$ cat config.mk
export PLATFORM = sky130hd
export DESIGN_NAME = uart_tx_cfg
export DESIGN_NICKNAME = d
export VERILOG_FILES = /design/src/rtl/uart_pkg.sv /design/src/rtl/uart_tx_serializer.sv /design/src/rtl/uart_tx_cfg.sv
export SDC_FILE = /design/constraint.sdc
export NUM_CORES = 1
export LEC_CHECK = 0
export BUFFER_PORTS_ARGS = -buffer_cell sky130_fd_sc_hd__buf_4
export CAP_MARGIN = 20
export CORE_MARGIN = 10
export CORE_UTILIZATION = 59
export CTS_CLUSTER_DIAMETER = 150
export DETAILED_ROUTE_END_ITERATION = 7
export PLACE_DENSITY_LB_ADDON = 0.05
export SYNTH_ARGS = -nofsm -noshare
export SYNTH_HDL_FRONTEND = slang
export SYNTH_SLANG_ARGS = --single-unit
$ cat constraint.sdc
create_clock -name clk -period 4.3 [get_ports clk]
set_input_delay 1.29 -clock clk [delete_from_list [all_inputs] [get_ports clk]]
set_output_delay 1.29 -clock clk [all_outputs]
set_load 0.01 [all_outputs]
$ cat src/rtl/uart_pkg.sv
// ---------------------------------------------------------------------------
// uart_pkg
//   Shared definitions for the UART transmit engine.
//   - uart_state_e : control FSM state encodings
//   - PAR_EVEN / PAR_ODD : values of the par_typ configuration input
//   - DW_MIN / DW_MAX : legal range for the DATA_WIDTH parameter
// ---------------------------------------------------------------------------
package uart_pkg;

    typedef enum logic [2:0] {
        ST_IDLE   = 3'd0,
        ST_START  = 3'd1,
        ST_DATA   = 3'd2,
        ST_PARITY = 3'd3,
        ST_STOP   = 3'd4
    } uart_state_e;

    localparam logic PAR_EVEN = 1'b0;
    localparam logic PAR_ODD  = 1'b1;

    localparam int DW_MIN = 5;
    localparam int DW_MAX = 16;

endpackage

$ cat src/rtl/uart_tx_serializer.sv
// ---------------------------------------------------------------------------
// uart_tx_serializer
//   Data path of the UART transmitter: shadow shift register holding the
//   word being sent, the data-bit counter and the parity bit.
//   Ports:
//     clk, reset   clock, async active-low reset
//     load         latch p_data and compute parity (frame accept)
//     first        START->DATA step: consume bit 0, bit_cnt = 0
//     shift        DATA step: consume next bit, bit_cnt + 1
//     p_data       parallel word (sampled on load)
//     par_typ      parity type (sampled on load)
//     cur_bit      next data bit to drive onto the line
//     par_bit      parity bit of the latched word
//     ser_done     bit_cnt is on the last data bit
// ---------------------------------------------------------------------------
module uart_tx_serializer
    import uart_pkg::*;
#(
    parameter int DATA_WIDTH = 8
) (
    input  logic                  clk,
    input  logic                  reset,
    input  logic                  load,
    input  logic                  first,
    input  logic                  shift,
    input  logic [DATA_WIDTH-1:0] p_data,
    input  logic                  par_typ,
    output logic                  cur_bit,
    output logic                  par_bit,
    output logic                  ser_done
);

    localparam int CW = $clog2(DATA_WIDTH);

    logic [DATA_WIDTH-1:0] sh_q;
    logic [CW-1:0]         bit_cnt;
    logic                  par_q;

    // sh_q[0] is always the next bit to go out: it holds D0 until the
    // START->DATA step and is shifted once per data bit after that.
    always_ff @(posedge clk or negedge reset) begin
        if (!reset) begin
            sh_q    <= '0;
            bit_cnt <= '0;
            par_q   <= 1'b0;
        end else if (load) begin
            sh_q    <= p_data;
            bit_cnt <= '0;
            // Odd parity is the inverse of the XOR reduction.
            par_q   <= (^p_data) ^ (par_typ == PAR_ODD);
        end else if (first) begin
            sh_q    <= sh_q >> 1;
            bit_cnt <= '0;
        end else if (shift) begin
            sh_q    <= sh_q >> 1;
            bit_cnt <= bit_cnt + CW'(1);
        end
    end

    assign cur_bit  = sh_q[0];
    assign par_bit  = par_q;
    assign ser_done = (bit_cnt == CW'(DATA_WIDTH - 1));

endmodule

$ cat src/rtl/uart_tx_cfg.sv
// ---------------------------------------------------------------------------
// uart_tx_cfg
//   UART transmit engine. One frame per accepted word: start bit,
//   DATA_WIDTH data bits LSB first, optional parity, 1 or 2 stop bits.
//   Every bit boundary is aligned to baud_tick. Frames run back-to-back
//   when a new word is accepted during the final stop bit.
//   Ports:
//     clk, reset   clock, async active-low reset
//     baud_tick    one-clk pulse per bit period
//     p_data       word to send, held with data_valid until data_ack
//     data_valid   word available
//     par_en       1 = parity bit present
//     par_typ      0 = even, 1 = odd parity
//     stop2        1 = two stop bits
//     tx_out       registered serial line, idles high
//     busy         registered, high while a frame is on the line
//     data_ack     one-clk pulse after the edge that accepted the word
// ---------------------------------------------------------------------------
module uart_tx_cfg
    import uart_pkg::*;
#(
    parameter int DATA_WIDTH = 8
) (
    input  logic                  clk,
    input  logic                  reset,
    input  logic                  baud_tick,
    input  logic [DATA_WIDTH-1:0] p_data,
    input  logic                  data_valid,
    input  logic                  par_en,
    input  logic                  par_typ,
    input  logic                  stop2,
    output logic                  tx_out,
    output logic                  busy,
    output logic                  data_ack
);

    if (DATA_WIDTH < DW_MIN || DATA_WIDTH > DW_MAX) begin : g_bad_width
        $error("uart_tx_cfg: DATA_WIDTH outside legal range");
    end

    uart_state_e state, state_n;
    logic        tx_n, busy_n, ack_n;
    logic        stop_cnt, stop_cnt_n;
    logic        par_en_q, stop2_q;
    logic        load, first, shift;
    logic        cur_bit, par_bit, ser_done;
    logic        accept, last_stop;

    assign accept    = data_valid & baud_tick;
    // stop_cnt runs 0 (one stop bit) or 0,1 (two stop bits).
    assign last_stop = (stop_cnt == stop2_q);

    uart_tx_serializer #(
        .DATA_WIDTH (DATA_WIDTH)
    ) u_ser (
        .clk      (clk),
        .reset    (reset),
        .load     (load),
        .first    (first),
        .shift    (shift),
        .p_data   (p_data),
        .par_typ  (par_typ),
        .cur_bit  (cur_bit),
        .par_bit  (par_bit),
        .ser_done (ser_done)
    );

    always_ff @(posedge clk or negedge reset) begin
        if (!reset) begin
            state    <= ST_IDLE;
            tx_out   <= 1'b1;
            busy     <= 1'b0;
            data_ack <= 1'b0;
            stop_cnt <= 1'b0;
            par_en_q <= 1'b0;
            stop2_q  <= 1'b0;
        end else begin
            state    <= state_n;
            tx_out   <= tx_n;
            busy     <= busy_n;
            data_ack <= ack_n;
            stop_cnt <= stop_cnt_n;
            if (load) begin
                par_en_q <= par_en;
                stop2_q  <= stop2;
            end
        end
    end

    always_comb begin
        state_n    = state;
        tx_n       = tx_out;
        busy_n     = busy;
        ack_n      = 1'b0;
        stop_cnt_n = stop_cnt;
        load       = 1'b0;
        first      = 1'b0;
        shift      = 1'b0;

        case (state)
            ST_IDLE: begin
                tx_n   = 1'b1;
                busy_n = 1'b0;
                if (accept) begin
                    load    = 1'b1;
                    ack_n   = 1'b1;
                    tx_n    = 1'b0;
                    busy_n  = 1'b1;
                    state_n = ST_START;
                end
            end
            ST_START: begin
                if (baud_tick) begin
                    first   = 1'b1;
                    tx_n    = cur_bit;
                    state_n = ST_DATA;
                end
            end
            ST_DATA: begin
                if (baud_tick) begin
                    if (!ser_done) begin
                        shift = 1'b1;
                        tx_n  = cur_bit;
                    end else if (par_en_q) begin
                        tx_n    = par_bit;
                        state_n = ST_PARITY;
                    end else begin
                        tx_n       = 1'b1;
                        stop_cnt_n = 1'b0;
                        state_n    = ST_STOP;
                    end
                end
            end
            ST_PARITY: begin
                if (baud_tick) begin
                    tx_n       = 1'b1;
                    stop_cnt_n = 1'b0;
                    state_n    = ST_STOP;
                end
            end
            ST_STOP: begin
                if (baud_tick) begin
                    if (!last_stop) begin
                        stop_cnt_n = 1'b1;
                    end else if (data_valid) begin
                        // Next start bit follows the last stop bit directly.
                        load    = 1'b1;
                        ack_n   = 1'b1;
                        tx_n    = 1'b0;
                        state_n = ST_START;
                    end else begin
                        busy_n  = 1'b0;
                        state_n = ST_IDLE;
                    end
                end
            end
            default: begin
                state_n    = ST_IDLE;
                tx_n       = 1'b1;
                busy_n     = 1'b0;
                stop_cnt_n = 1'b0;
            end
        endcase
    end

endmodule

==> flow_metrics.tcl <==
set metrics [dict create \
    clk_latency_ns 0.30 \
    finalCriticalPeriod_ns 2.34 \
    max_clock_freq_mhz 427 \
    first_global_vias 936 \
    largest-register "u_ser.sh_q" \
    hp-start "tx_out$_DFFE_PN1P_" \
    die_width_um 65.1 \
    drc 0 \
    vias 907 \
    startpoint_type "register" \
    reg_top3 "u_ser.sh_q: 8 flops, state: 3 flops, u_ser.bit_cnt: 3 flops" \
    rsz0062_at_grt "no" \
    netlist_area_mm2 0.00120 \
    max_stage_delay_ns 0.41 \
    dieArea_mm2 0.00424 \
    path_depth 6 \
    cts_made_buffers 3 \
    critical_path.top_delay_family "multiplexers" \
    post_cts_resized 0 \
    cts_buffer_depth 2 \
    synth_area_leader_cell "dfrtp_1" \
    drive_above_1_share 0.206 \
    diodes 0 \
    cts_tree "done" \
    synth_most_common_cell "dfrtp_1" \
    p_total_uw 811 \
    crit_chain "ha_1, ha_1, or3b_4, a21oi_4, mux2_1, mux2_1" \
    outcome "finished clean" \
    avgSynthCellArea_um2 10.0 \
    drt_pass1_iterations 4 \
    grt_use_total 0.116 \
    wl_um 2380 \
    grt.overflow.total 0 \
    htreeDepth 1 \
    hold_viol 0 \
    relSlewSlack 0.521 \
    min_delay_path_depth 2 \
    antenna_left 0 \
    final.period_utilization 0.545 \
    ys_ff_latch 21 \
    synth.distinct_cells 38 \
    clk_pin_slew_ns 0.11 \
    cts.sinks 21 \
    wl_per_cell_um 14.6 \
    cp-end-kind "register" \
    nNetsFinal 154 \
    crit_required_ns 4.49 \
    crit_path_max_fanout 9 \
    fin_util 0.700 \
    cp_num_buf_inv 0 \
    crit_type "register to register" \
    synthTopCellsByArea "dfrtp_1 42%, xnor2_1 4.4%, a21oi_1 4.2%" \
    dp_hpwl_um 1820 \
    synth_edf_count 0 \
    antenna_found_initial 0 \
    placement.io_buffers 17 \
    synthFlopType "dfrtp_1" \
    start_util 0.618 \
    vias_per_cell 5.56 \
    ys_seq_area_frac 0.439 \
    synthTopCellsByCount "20 x dfrtp_1, 11 x nand2_1, 10 x a21oi_1, 7 x nand2b_1" \
    ioPinCount 18 \
    synthCells 120 \
    crit_start "u_ser.bit_cnt[0]$_DFFE_PN0P_" \
    num_rows 16 \
    finalClockSkew_ns 0.00860 \
    first_iter_violations 20 \
    place_congestion 0.856 \
    fillers 169 \
    setup_violations 0 \
    vdd_drop_max_mv 0.333 \
    grt_start_max_net_pins 22 \
    largest_register_ffs 8 \
    cp_data_arrival_time_ns 2.53 \
    yosysWarnings 0 \
    critPathSlowestCell "dfrtp_1" \
    worstRegToRegCells 6 \
    cts-root-buf "clkbuf_4" \
    synth_top_area_frac 0.417 \
    hold_buffers 0 \
    power_density_mw_per_mm2 597 \
    slew_violations 0 \
    worstHoldPathType "register to register" \
    cts_setup_buffers 0 \
    leakage_uw 0.000607 \
    fin_tns_setup_ns 0 \
    synthArstFlopShare 1.00 \
    core_mm2 0.00194 \
    worstMarginPinSlew_ns 0.716 \
    syn-num-nets 137 \
    area_growth_pct 13.2 \
    die_h_um 65.1 \
    cap_violations 0 \
    grt_pass1_wl_um 3910 \
    rr_startpoint "u_ser.bit_cnt[0]$_DFFE_PN0P_" \
]
## worst reg2reg max path, cell delays in order (launching register included)
cell and delay (ns):
dfrtp_1 0.41, ha_1 0.21, ha_1 0.23, or3b_4 0.41, a21oi_4 0.33, mux2_1 0.36
mux2_1 0.28
## metal layers
metal	vias up	global-route usage	wire length, um
met2	22	0.200	1160
li1	448	-	-
met4	0	0.0775	43
met5	-	0	0
met3	4	0.0390	121
met1	433	0.118	1050
## final cells by class
cell class	count	area (um^2)	share of cell area
clock buffers	4	26.3	0.0193
inverters	6	22.5	0.0166
multi-input cells	88	622	0.458
flip-flops and latches	21	527	0.388
well taps	27	33.8	0.0249
repair buffers	17	128	0.0939
## stage by stage
stage | std cells | hold slack [ns] | worst slack, ns | area [um^2]
finish | 163 | 0.478 | 1.96 | 1360
global route | 163 | 0.500 | 1.87 | 1360
CTS | 163 | 0.482 | 1.96 | 1360
detailed placement | 159 | 0.465 | 1.63 | 1330
global placement | 159 | 0.462 | 1.68 | 1330
floorplan | 120 | 0.446 | 1.95 | 1200
## kinds of logic (layout without fill, tap and decap cells)
family / count (synthesis) / after routing / synth area share
xor+xnor: 9 / 9 / 0.0657
fa+ha+maj: 2 / 2 / 0.0209
mux: 11 / 11 / 0.0980
buf+inv: 11 / 27 / 0.0427
flops: 21 / 21 / 0.439
simple gates: 30 / 30 / 0.127
compound gates: 36 / 36 / 0.206
## report_power, final
| group | switching, uW | internal (uW) | leakage [uW] |
|---|---|---|---|
| combinational | 187 | 174 | 0.000325 |
| sequential | 74.4 | 282 | 0.000267 |
| clock | 56.6 | 36.1 | 0.0000150 |
## cells in the final DEF, fill, tap and decap left out, types with 4 or more instances in the layout
cell type  instances
inv_1              6
o21ai_1            4
nand2_1           11
xnor2_1            6
nand2b_1           7
nor2_1             4
mux2_1             4
o21ai_0            6
mux2i_1            5
dfrtp_1           20
buf_4             17
a21oi_1           10
## path summary, 6_finish.rpt
check	endpoint	slack, ns
hold / removal	tx_out$_DFFE_PN1P_	0.48
hold reg to reg	tx_out$_DFFE_PN1P_	0.48
min in group asynchronous	u_ser.sh_q[0]$_DFFE_PN0P_	0.85
setup reg to reg	u_ser.sh_q[6]$_DFFE_PN0P_	1.96
setup / recovery	u_ser.sh_q[6]$_DFFE_PN0P_	1.96
max in group asynchronous	tx_out$_DFFE_PN1P_	3.18
No activity file was read; power rests on OpenSTA's default activity.
